==> src/rtl/layer_target_reducer.sv <==
// Collects M downstream expected_in vectors and emits their per-lane rounded mean.
// Optional synchronous flush input enabled by defining TARGET_REDUCE_FLUSH_EN.

package layer_target_reducer_pkg;
   typedef logic [7:0] zero2one_t;
endpackage

module layer_target_reducer
   import layer_target_reducer_pkg::*;
#(
   parameter int unsigned N = 16,
   parameter int unsigned M = 4
) (
   input  logic                  clock,
   input  logic                  reset,
   input  logic                  in_valid,
   output logic                  in_ready,
   input  zero2one_t [N-1:0]     in_target,
   output logic                  out_valid,
   input  logic                  out_ready,
   output zero2one_t [N-1:0]     out_target
`ifdef TARGET_REDUCE_FLUSH_EN
   ,
   input  logic                  flush
`endif
);

   localparam int unsigned W      = $bits(zero2one_t);
   localparam int unsigned CNT_W  = $clog2(M + 1);
   localparam int unsigned ACC_W  = W + CNT_W;
   localparam int unsigned LANE_W = (N > 1) ? $clog2(N) : 1;

   localparam logic [1:0] IDLE   = 2'd0;
   localparam logic [1:0] ACCUM  = 2'd1;
   localparam logic [1:0] DIVIDE = 2'd2;
   localparam logic [1:0] OUTPUT = 2'd3;

   logic [1:0]                  state_q, state_d;
   logic [CNT_W-1:0]            cnt_q, cnt_d;
   logic [N-1:0][ACC_W-1:0]     acc_q, acc_d;
   logic [LANE_W-1:0]           lane_q, lane_d;
   logic                        div_done_q, div_done_d;
   zero2one_t [N-1:0]           out_target_q, out_target_d;
   logic                        out_valid_q, out_valid_d;

   logic                        flush_c;
   logic                        in_ready_c;
   logic                        accept_c;
   logic [ACC_W:0]              div_sum_c;
   logic [ACC_W:0]              div_res_c;

`ifdef TARGET_REDUCE_FLUSH_EN
   assign flush_c = flush;
`else
   assign flush_c = 1'b0;
`endif

   assign in_ready_c = ((state_q == IDLE) || (state_q == ACCUM)) && !flush_c;
   assign accept_c   = in_valid && in_ready_c;

   // Single shared round-half-up divider, fed by the lane currently being reduced.
   assign div_sum_c = (ACC_W + 1)'(acc_q[lane_q]) + (ACC_W + 1)'(M / 2);
   assign div_res_c = div_sum_c / (ACC_W + 1)'(M);

   always_comb begin
      state_d      = state_q;
      cnt_d        = cnt_q;
      acc_d        = acc_q;
      lane_d       = lane_q;
      div_done_d   = div_done_q;
      out_target_d = out_target_q;
      out_valid_d  = out_valid_q;

      case (state_q)
         IDLE, ACCUM: begin
            if (flush_c) begin
               acc_d   = '0;
               cnt_d   = '0;
               state_d = IDLE;
            end else if (accept_c) begin
               for (int unsigned j = 0; j < N; j++) begin
                  acc_d[j] = acc_q[j] + ACC_W'(in_target[j]);
               end
               if (cnt_q == CNT_W'(M - 1)) begin
                  cnt_d      = '0;
                  lane_d     = '0;
                  div_done_d = 1'b0;
                  state_d    = DIVIDE;
               end else begin
                  cnt_d   = cnt_q + CNT_W'(1);
                  state_d = ACCUM;
               end
            end
         end
         DIVIDE: begin
            // N lane writes, then one cycle to clear the accumulators.
            if (!div_done_q) begin
               out_target_d[lane_q] = W'(div_res_c);
               if (lane_q == LANE_W'(N - 1)) begin
                  lane_d     = '0;
                  div_done_d = 1'b1;
               end else begin
                  lane_d = lane_q + LANE_W'(1);
               end
            end else begin
               acc_d       = '0;
               div_done_d  = 1'b0;
               out_valid_d = 1'b1;
               state_d     = OUTPUT;
            end
         end
         OUTPUT: begin
            if (out_ready) begin
               out_valid_d = 1'b0;
               state_d     = IDLE;
            end
         end
         default: begin
            state_d     = IDLE;
            out_valid_d = 1'b0;
         end
      endcase
   end

   always_ff @(posedge clock or posedge reset) begin
      if (reset) begin
         state_q      <= IDLE;
         cnt_q        <= '0;
         acc_q        <= '0;
         lane_q       <= '0;
         div_done_q   <= 1'b0;
         out_target_q <= '0;
         out_valid_q  <= 1'b0;
      end else begin
         state_q      <= state_d;
         cnt_q        <= cnt_d;
         acc_q        <= acc_d;
         lane_q       <= lane_d;
         div_done_q   <= div_done_d;
         out_target_q <= out_target_d;
         out_valid_q  <= out_valid_d;
      end
   end

   assign in_ready   = in_ready_c;
   assign out_valid  = out_valid_q;
   assign out_target = out_target_q;

endmodule

==> config.mk <==
export PLATFORM = sky130hd
export DESIGN_NAME = layer_target_reducer
export DESIGN_NICKNAME = d
export VERILOG_FILES = /design/src/rtl/layer_target_reducer.sv
export SDC_FILE = /design/constraint.sdc
export NUM_CORES = 1
export LEC_CHECK = 0
export CORE_UTILIZATION = 50
export DETAILED_ROUTE_END_ITERATION = 6
export PLACE_DENSITY = 0.72
export SLEW_MARGIN = 20
export SYNTH_ARGS = -nofsm -noshare
export SYNTH_HDL_FRONTEND = slang
export SYNTH_SLANG_ARGS = --single-unit
==> constraint.sdc <==
create_clock -name clock -period 13.7 [get_ports clock]
set_input_delay 2.74 -clock clock [delete_from_list [all_inputs] [get_ports clock]]
set_output_delay 2.74 -clock clock [all_outputs]
set_load 0.01 [all_outputs]
==> results of run 1 <==
synth_stat cells (all sizes together) (4+ instances only):
master / number
a211oi: 14
a21o: 34
a21oi: 105
a22oi: 8
a311oi: 12
a32o: 16
and2: 4
buf: 29
clkbuf: 66
dfrtp: 299
fa: 16
ha: 134
inv: 53
mux2: 32
mux2i: 5
mux4: 39
nand2: 199
nand3: 82
nand3b: 11
nand4b: 11
nor2: 33
nor2b: 19
nor3b: 14
nor4b: 11
o211ai: 11
o21ai: 225
o21bai: 46
o31ai: 13
or4: 13
xnor2: 51
xor2: 53
layer usage:
layer  routed length (um)  share of wire  track usage
met3                 2930          0.062       0.0434
met5                   13        0.00028            0
met4                 1470          0.031       0.0896
met1                19700           0.42        0.350
met2                22800           0.49        0.452
kinds of logic after synthesis:
kind of cell	after synthesis	share of synthesized area
XOR/XNOR	104	0.0548
flip-flops	299	0.430
AND/OR/NAND/NOR	410	0.115
buffers and inverters	149	0.0374
adder cells (fa/ha/maj)	150	0.115
AO/OA/AOI/OAI	501	0.173
multiplexers	76	0.0741
area by class of cell:
type | count | area (um^2) | share of cell area
Multi-Input combinational cell | 1241 | 9280 | 0.432
Timing Repair Buffer | 277 | 2730 | 0.127
Clock buffer | 48 | 986 | 0.0459
Inverter | 54 | 210 | 0.00979
Clock inverter | 12 | 210 | 0.00979
Sequential cell | 299 | 7480 | 0.349
Tap cell | 448 | 561 | 0.0261
worst max-delay path by stage:
stage,from,depth (start not counted),slack (ns),endpoint
5_1_grt,in_valid,8,7.96,acc_q[52]$_DFFE_PP0P_
4_1_cts,in_valid,8,8.22,acc_q[63]$_DFFE_PP0P_
3_5_place_dp,in_valid,8,7.69,acc_q[63]$_DFFE_PP0P_
6_report,in_valid,8,8.14,acc_q[63]$_DFFE_PP0P_
3_3_place_gp,in_valid,8,7.73,acc_q[63]$_DFFE_PP0P_
2_1_floorplan,reset,1,2.70,acc_q[0]$_DFFE_PP0P_
state kept, by name (all words and copies together), names as in the netlist:
| register | flops |
|---|---|
| lane_q | 4 |
| state_q | 2 |
| out_valid | 1 |
| out_target | 128 |
| acc_q | 160 |
| cnt_q | 3 |
| div_done_q | 1 |
stage by stage:
step	hold slack [ns]	instance area (um^2)	std cells	setup WS [ns]
finish	0.475	21500	2379	8.14
global route	0.487	21500	2379	7.96
CTS	0.478	21500	2379	8.22
detailed placement	0.468	20300	2319	7.69
global placement	0.461	20300	2319	7.73
floorplan	0.443	17400	1689	2.70
critical path, stage by stage:
cell	delay, ns
clkdlybuf4s50_1	0.40
buf_4	0.23
nand2_4	0.49
buf_4	0.74
buf_4	0.68
nor3b_1	0.15
a311oi_1	0.27
o211ai_1	0.11
layout by cell type, fill, tap and decap left out, drive strengths merged, types with 48 or more instances in the layout:
cell type      netlist  final
a21oi              105    105
clkbuf              66     48
clkdlybuf4s50        0    261
dfrtp              299    299
ha                 134    134
inv                 53     54
nand2              199    199
nand3               82     82
o21ai              225    225
xnor2               51     51
xor2                53     53
power breakdown:
group | switching, uW | internal, uW | total (uW)
sequential | 272 | 1180 | 1450
clock | 376 | 600 | 976
combinational | 1290 | 1010 | 2300
total | 1930 | 2790 | 4720
==> metrics.md, run 1 <==
| Metric | Value |
|---|---|
| Outcome | completed |
| Site Rows | 67 |
| Synth area leaders | dfrtp_1 43%, ha_1 9.6%, o21ai_0 5.2% |
| Setup bufs post-CTS | 0 |
| Ports | 262 |
| TritonCTS clock tree | built |
| Power Density | 220 nW/um^2 |
| Initial antenna violation count | 1 |
| Max-cap violations | 0 |
| Cts bufs inserted | 35 |
| Layout cell share with drive strength beyond 1 | 0.0839 |
| Area leader, netlist | dfrtp_1 |
| Worst Hold Endpoint | acc_q[86]$_DFFE_PP0P_ |
| Syn Std Cell Area | 17,400 um^2 |
| Final nets | 2,190 |
| Primary FF master, synth | dfrtp_1 |
| Clk slew on worst S/H paths | 0.06 ns |
| Post-Synthesis Cells | 1,689 |
| Hold-critical path depth | 1 |
| Yosys cell types | 61 |
| Pin count of the biggest net entering global routing | 125 |
| DR pass1 iterations | 5 |
| Clock latency on the worst-skew pair | 0.52 ns |
| Port Buffers | 261 |
| Slew Viols, Final | 0 |
| Routed via count | 13,900 |
| Drt total wl | 47,000 um |
| Fin crit period | 5.56 ns |
| Required @ worst endpoint | 14.08 ns |
| Layout filler cell count | 2,724 |
| WP data arrival | 5.94 ns |
| Unrepaired setup endpoints after global routing | false |
| Hold Path Class | register to register |
| Tcrit/Tclk final | 0.406 |
| DR iter-0 viols | 857 |
| Remaining DRCs | 0 |
| Total power | 4720 uW |
| Routed wire per std cell | 19.7 um |
| Crit start category | primary input |
| H-tree levels | 2 |
| Worst r2r dst | out_target[23]$_DFFE_PP0P_ |
| Final setup viols | 0 |
| Layout area overhead | 23.5% |
| Final core utilization | 0.634 |
| Sequential area share after synthesis | 0.430 |
| Hold Startpoint | acc_q[86]$_DFFE_PP0P_ |
| Largest buffer count on any clock path | 3 |
| Global-route usage over all layers | 0.268 |
| Die width | 188 um |
| Initial Utilization | 0.513 |
| Crit Path Max Fanout | 87 |
| Core ar. | 33,900 um^2 |
| Flops & latches, synth | 299 |
| Die height | 188 um |
| Worst R2R Setup Slack | 9.92 ns |
| Setup TNS | 0 ns |
| First-pass GRT wire length | 75,200 um |
| CTS resizes | 0 |
| Least-Margin Pin Slew | 1.02 ns |
| # clock sinks | 299 |
| Final HPWL from detailed placement | 33,600 um |
| Antenna viol nets, final | 0 |
| RR Startpoint | lane_q[0]$_DFFE_PP0P_ |
| Final setup skew | 0.0179 ns |
| Reg2Reg Depth | 9 |
| Ant. Diodes | 0 |
| Mapped Nets | 1,971 |
| Synth async-reset ratio | 1.00 |
| Max transition margin | 0.318 |
| DR vias/cell | 5.86 |
| Gp weighted congestion | 0.817 |
| Syn avg cell area | 10.3 um^2 |
| Yosys top cell area share | 0.430 |
| CTS root buf | clkbuf_16 |
| Max VDD drop | 124 uV |
| Ys Warns | 0 |
| FMAX | 180 MHz |
| Vias in the first global route | 13,900 |
| # hold bufs at CTS | 0 |
| DIE AREA | 35,500 um^2 |
| Leakage Power | 0.00941 uW |
| Number of synthesized flops with an enable pin | 0 |
| GRT Residual Overflow | 0 |
| Crit path kind | primary input to register |
| Crit. End Element | register |
| Final hold violations | 0 |
(Power assumes the default switching activity.)
==> run 2, diff against run 1 <==
--- a/config.mk
+++ b/config.mk
@@ -7,7 +7,7 @@
 export LEC_CHECK = 0
 export CORE_UTILIZATION = 50
 export DETAILED_ROUTE_END_ITERATION = 6
-export PLACE_DENSITY = 0.72
+export PLACE_DENSITY = 0.75
 export SLEW_MARGIN = 20
 export SYNTH_ARGS = -nofsm -noshare
 export SYNTH_HDL_FRONTEND = slang
==> constraint.sdc (replaced) <==
create_clock -name clock -period 4.85 [get_ports clock]
set_input_delay 0.97 -clock clock [delete_from_list [all_inputs] [get_ports clock]]
set_output_delay 0.97 -clock clock [all_outputs]
set_load 0.01 [all_outputs]
==> run 2 against run 1 <==
Against the previous run: combinational power grew to 2.8 times the previous value; register-to-register slack lost 8.6 ns; utilization grew 0.10 points; first-iteration DRC count grew 6.3%; setup slack lost 6.8 ns; sequential share of layout area shrank 0.055 points; via count grew 1.9%; global-route usage is essentially flat; clock skew shrank 0.0042 ns; highest routed layer is now met4; count of clock-buffer cells in the layout shrank 2.
==> metrics.md, run 2 (same netlist as run 1, synthesis figures left out) <==
| Metric | Value |
|---|---|
| Site Rows | 67 |
| Most flop-heavy register | acc_q |
| Max-cap violations | 0 |
| Power Density | 616 nW/um^2 |
| Leakage Power | 0.00943 uW |
| Unrepaired setup endpoints after global routing | false |
| DIE AREA | 35,500 um^2 |
| Routed via count | 14,200 |
| Pin count of the biggest net entering global routing | 86 |
| Crit. End Element | register |
| Vias in the first global route | 14,300 |
| Setup ws final | 1.35 ns |
| Die height | 188 um |
| Clock latency on the worst-skew pair | 0.51 ns |
| Setup bufs post-CTS | 0 |
| Remaining DRCs | 0 |
| Initial Utilization | 0.513 |
| Crit Path Max Fanout | 35 |
| Final nets | 2,195 |
| Hold_ws | 0.479 ns |
| Max reg flops | 160 |
| FMAX | 286 MHz |
| GRT Residual Overflow | 0 |
| # hold bufs at CTS | 0 |
| Layout cell share with drive strength beyond 1 | 0.0873 |
| WP data arrival | 3.84 ns |
| TritonCTS clock tree | built |
| Drt total wl | 47,200 um |
| Cts bufs inserted | 34 |
| Final setup skew | 0.0138 ns |
| Max transition margin | 0.238 |
| Slew Viols, Final | 0 |
| Tcrit/Tclk final | 0.721 |
| Outcome | completed |
| Die width | 188 um |
| Worst r2r dst | out_target[28]$_DFFE_PP0P_ |
| Worst Hold Endpoint | acc_q[86]$_DFFE_PP0P_ |
| Final hold violations | 0 |
| Max VDD drop | 410 uV |
| Ports | 262 |
| Crit path kind | register to register |
| Gp weighted congestion | 0.839 |
| Clk slew on worst S/H paths | 0.06 ns |
| CTS root buf | clkbuf_16 |
| Least-Margin Pin Slew | 1.14 ns |
| Crit start category | register |
| Worst R2R Setup Slack | 1.35 ns |
| DR pass1 iterations | 5 |
| Fin crit period | 3.50 ns |
| Setup TNS | 0 ns |
| DR vias/cell | 5.95 |
| # clock sinks | 299 |
| CTS resizes | 0 |
| Global-route usage over all layers | 0.268 |
| DR iter-0 viols | 911 |
| Largest buffer count on any clock path | 3 |
| RR Startpoint | lane_q[1]$_DFFE_PP0P_ |
| Hold Path Class | register to register |
| Final setup viols | 0 |
| Setup WS pre-CTS | 1.31 ns |
| Required @ worst endpoint | 5.19 ns |
| Antenna viol nets, final | 0 |
| First-pass GRT wire length | 75,400 um |
| Commonest non-fill, non-tap cell in the layout | dfrtp_1 |
| Core ar. | 33,900 um^2 |
| Hold Startpoint | acc_q[86]$_DFFE_PP0P_ |
| Layout area overhead | 23.6% |
| Port Buffers | 261 |
| Most frequent cells in the layout | 297 x dfrtp_1, 261 x clkdlybuf4s50_1, 196 x nand2_1 |
| Final HPWL from detailed placement | 34,300 um |
| Hold-critical path depth | 1 |
| H-tree levels | 2 |
| Reg2Reg Depth | 6 |
| Routed wire per std cell | 19.8 um |
| Initial antenna violation count | 0 |
| Final core utilization | 0.635 |
==> run 2: cell types whose count changed in the layout (fill, tap and decap cells not counted), sizes merged <==
cell	before	now
buf	16	22
clkbuf	48	46
clkinv	3	5
bufinv	5	4
diode	0	1
inv	54	53
==> run 2: how the worst max path moves through the flow <==
stage,startpoint,endpoint,slack [ns],depth (start not counted)
4_1_cts,lane_q[0]$_DFFE_PP0P_,out_target[28]$_DFFE_PP0P_,1.36,7
6_report,lane_q[1]$_DFFE_PP0P_,out_target[28]$_DFFE_PP0P_,1.35,6
2_1_floorplan,reset,acc_q[0]$_DFFE_PP0P_,-0.09,1
3_3_place_gp,in_target[0],acc_q[8]$_DFFE_PP0P_,1.38,11
5_1_grt,lane_q[0]$_DFFE_PP0P_,out_target[20]$_DFFE_PP0P_,1.16,8
3_5_place_dp,in_target[0],acc_q[8]$_DFFE_PP0P_,1.31,11
==> run 2: through the flow <==
stage	std cells	area (um^2)	total power [uW]
3_5_place_dp	2325	20300	10600
2_1_floorplan	1689	17400	8610
4_1_cts	2383	21500	13300
5_1_grt	2383	21500	14200
3_3_place_gp	2325	20300	10200
6_report	2384	21500	13200
==> run 2: area by class of cell <==
type	count	area (um^2)
Inverter	54	206
Sequential cell	299	7480
Fill cell	2694	12400
Clock buffer	46	977
Antenna cell	1	2.50
Tap cell	448	561
Timing Repair Buffer	283	2820
Multi-Input combinational cell	1241	9280
Clock inverter	12	171
==> run 2: layer usage <==
layer	track usage	up-vias	routed length, um
li1	-	6567	-
met1	0.345	6950	19500
met2	0.457	570	22800
met3	0.0365	104	3120
met4	0.108	0	1830
met5	0	-	0
==> run 2: report_power, final <==
group	internal (uW)	switching (uW)	leakage [uW]
registers	3330	783	0.00384
logic	2870	3610	0.00503
clock network	1620	1020	0.000558
==> run 2: critical path, cell delays in order (launching register included) <==
cell	delay [ns]
dfrtp_2	1.02
mux4_2	0.47
mux4_2	0.53
nor3b_2	0.20
nand2_2	0.12
xor2_2	0.70
o21ai_0	0.26
==> run 3, diff against run 2 <==
--- a/config.mk
+++ b/config.mk
@@ -7,7 +7,7 @@
 export LEC_CHECK = 0
 export CORE_UTILIZATION = 50
 export DETAILED_ROUTE_END_ITERATION = 6
-export PLACE_DENSITY = 0.75
+export PLACE_DENSITY = 0.72
 export SLEW_MARGIN = 20
 export SYNTH_ARGS = -nofsm -noshare
 export SYNTH_HDL_FRONTEND = slang
==> constraint.sdc (replaced) <==
create_clock -name clock -period 3.6 [get_ports clock]
set_input_delay 0.72 -clock clock [delete_from_list [all_inputs] [get_ports clock]]
set_output_delay 0.72 -clock clock [all_outputs]
set_load 0.01 [all_outputs]
==> run 3 against run 2 <==
Against the previous run: clock skew up 0.0060 ns; critical path type unchanged; non-clock buffer count rose by 15; combinational power grew 37%; via count is 1.7% lower; register-to-register slack lost 0.83 ns; maximum frequency increased by 14%; sequential power grew 35%; flip-flop and latch count unchanged; routed wire length is 0.50% lower.
==> metrics.md, run 3 (same netlist as run 1, synthesis figures left out) <==
| Metric | Value |
|---|---|
| DR iter-0 viols | 911 |
| # hold bufs at CTS | 0 |
| Setup bufs post-CTS | 0 |
| Crit path kind | register to register |
| Cts bufs inserted | 34 |
| Slew Viols, Final | 0 |
| Global-route usage over all layers | 0.269 |
| Least-Margin Pin Slew | 0.779 ns |
| Final cell count without fillers | 2,400 |
| Pin count of the biggest net entering global routing | 107 |
| Clock latency on the worst-skew pair | 0.52 ns |
| Drt total wl | 46,900 um |
| Clk slew on worst S/H paths | 0.06 ns |
| Final instance area | 21,700 um^2 |
| Largest buffer count on any clock path | 3 |
| Required @ worst endpoint | 3.97 ns |
| Remaining DRCs | 0 |
| Commonest non-fill, non-tap cell in the layout | dfrtp_1 |
| Routed wire per std cell | 19.6 um |
| Vias in the first global route | 13,800 |
| Final setup skew | 0.0198 ns |
| DIE AREA | 35,500 um^2 |
| Crit start category | register |
| FMAX | 325 MHz |
| # clock sinks | 299 |
| Hold Path Class | register to register |
| Final HPWL from detailed placement | 33,700 um |
| WP data arrival | 3.45 ns |
| Final hold violations | 0 |
| First-pass GRT wire length | 75,200 um |
| DR pass1 iterations | 5 |
| Site Rows | 67 |
| Die width | 188 um |
| Ports | 262 |
| CTS root buf | clkbuf_16 |
| Max-cap violations | 0 |
| Max transition margin | 0.481 |
| Max VDD drop | 479 uV |
| Die height | 188 um |
| Most flop-heavy register | acc_q |
| Post-place instance area | 20,500 um^2 |
| Layout cell share with drive strength beyond 1 | 0.0928 |
| Outcome | completed |
| Antenna viol nets, final | 0 |
| H-tree levels | 2 |
| Layout area overhead | 24.9% |
| GRT Residual Overflow | 0 |
| Max reg flops | 160 |
| Initial antenna violation count | 3 |
| Port Buffers | 261 |
| Placed insts | 2,340 |
| Core ar. | 33,900 um^2 |
| Initial Utilization | 0.513 |
| Setup ws final | 0.523 ns |
| Routed via count | 14,000 |
| Crit. End Element | register |
| Crit Path Max Fanout | 16 |
| Tcrit/Tclk final | 0.855 |
| CTS resizes | 0 |
| TritonCTS clock tree | built |
| DR vias/cell | 5.81 |
| Final setup viols | 0 |
| Fin crit period | 3.08 ns |
| Unrepaired setup endpoints after global routing | false |
| Gp weighted congestion | 0.786 |
| Most frequent cells in the layout | 297 x dfrtp_1, 261 x clkdlybuf4s50_1, 196 x nand2_1 |
| Leakage Power | 0.00955 uW |
| Final nets | 2,210 |
| Setup WS pre-CTS | 0.311 ns |
| Power Density | 831 nW/um^2 |
-- run 3: cell types whose count changed in the layout (fill, tap and decap cells not counted) --
cell,change
buf_4,+8
inv_6,-1
buf_12,+7
clkinv_8,+2
clkinvlp_4,-3
clkbuf_1,+3
clkinv_2,-1
diode_2,+1
-- run 3: stage by stage --
step | TNS (ns) | hold slack, ns | total power, uW | util
6_report | 0 | 0.479 | 18000 | 0.641
5_1_grt | 0 | 0.501 | 19400 | 0.641
4_1_cts | 0 | 0.483 | 18100 | 0.641
3_5_place_dp | 0 | 0.469 | 14500 | 0.607
3_3_place_gp | 0 | 0.460 | 14000 | 0.607
2_1_floorplan | -326.83 | 0.443 | 11600 | -
-- run 3: layout make-up --
cell class | count | area, um^2
fill | 2735 | 12200
tap | 448 | 561
antenna | 2 | 5.00
sequential | 299 | 7480
clock inverter | 9 | 168
inverter | 54 | 206
multi-input combinational | 1241 | 9280
timing repair buffer | 298 | 3020
clock buffer | 49 | 988
-- run 3: metal layers --
layer  vias up  track usage  routed length, um
li1       6604            -                  -
met1      6828        0.352              19800
met2       439        0.453              22700
met3        81       0.0410               2970
met4         2       0.0931               1450
met5         -            0                 13
-- run 3: final timing paths --
kind | startpoint | cells past startpoint | slack (ns) | end
max in group asynchronous | reset | 4 | 2.02 | out_target[63]$_DFFE_PP0P_
min in group asynchronous | reset | 2 | 0.59 | out_target[12]$_DFFE_PP0P_
max reg2reg | lane_q[0]$_DFFE_PP0P_ | 10 | 0.52 | out_target[47]$_DFFE_PP0P_
max | lane_q[0]$_DFFE_PP0P_ | 10 | 0.52 | out_target[47]$_DFFE_PP0P_
min | out_target[105]$_DFFE_PP0P_ | 2 | 0.48 | out_target[105]$_DFFE_PP0P_
min reg2reg | out_target[105]$_DFFE_PP0P_ | 2 | 0.48 | out_target[105]$_DFFE_PP0P_
-- run 3: worst max-delay path: stages, from the launching register on --
cell and delay, ns:
dfrtp_2 0.63, buf_4 0.28, buf_4 0.19, mux4_2 0.55
a221oi_2 0.43, nor3b_2 0.12, nand3_2 0.12, nor2_1 0.08
xnor2_2 0.13, buf_4 0.28, o21ai_0 0.12
-- run 3: where the power goes --
part,switching [uW],leakage [uW],internal [uW]
sequential,1070,0.00384,4490
clock,1380,0.000566,2200
combinational,4910,0.00514,4000
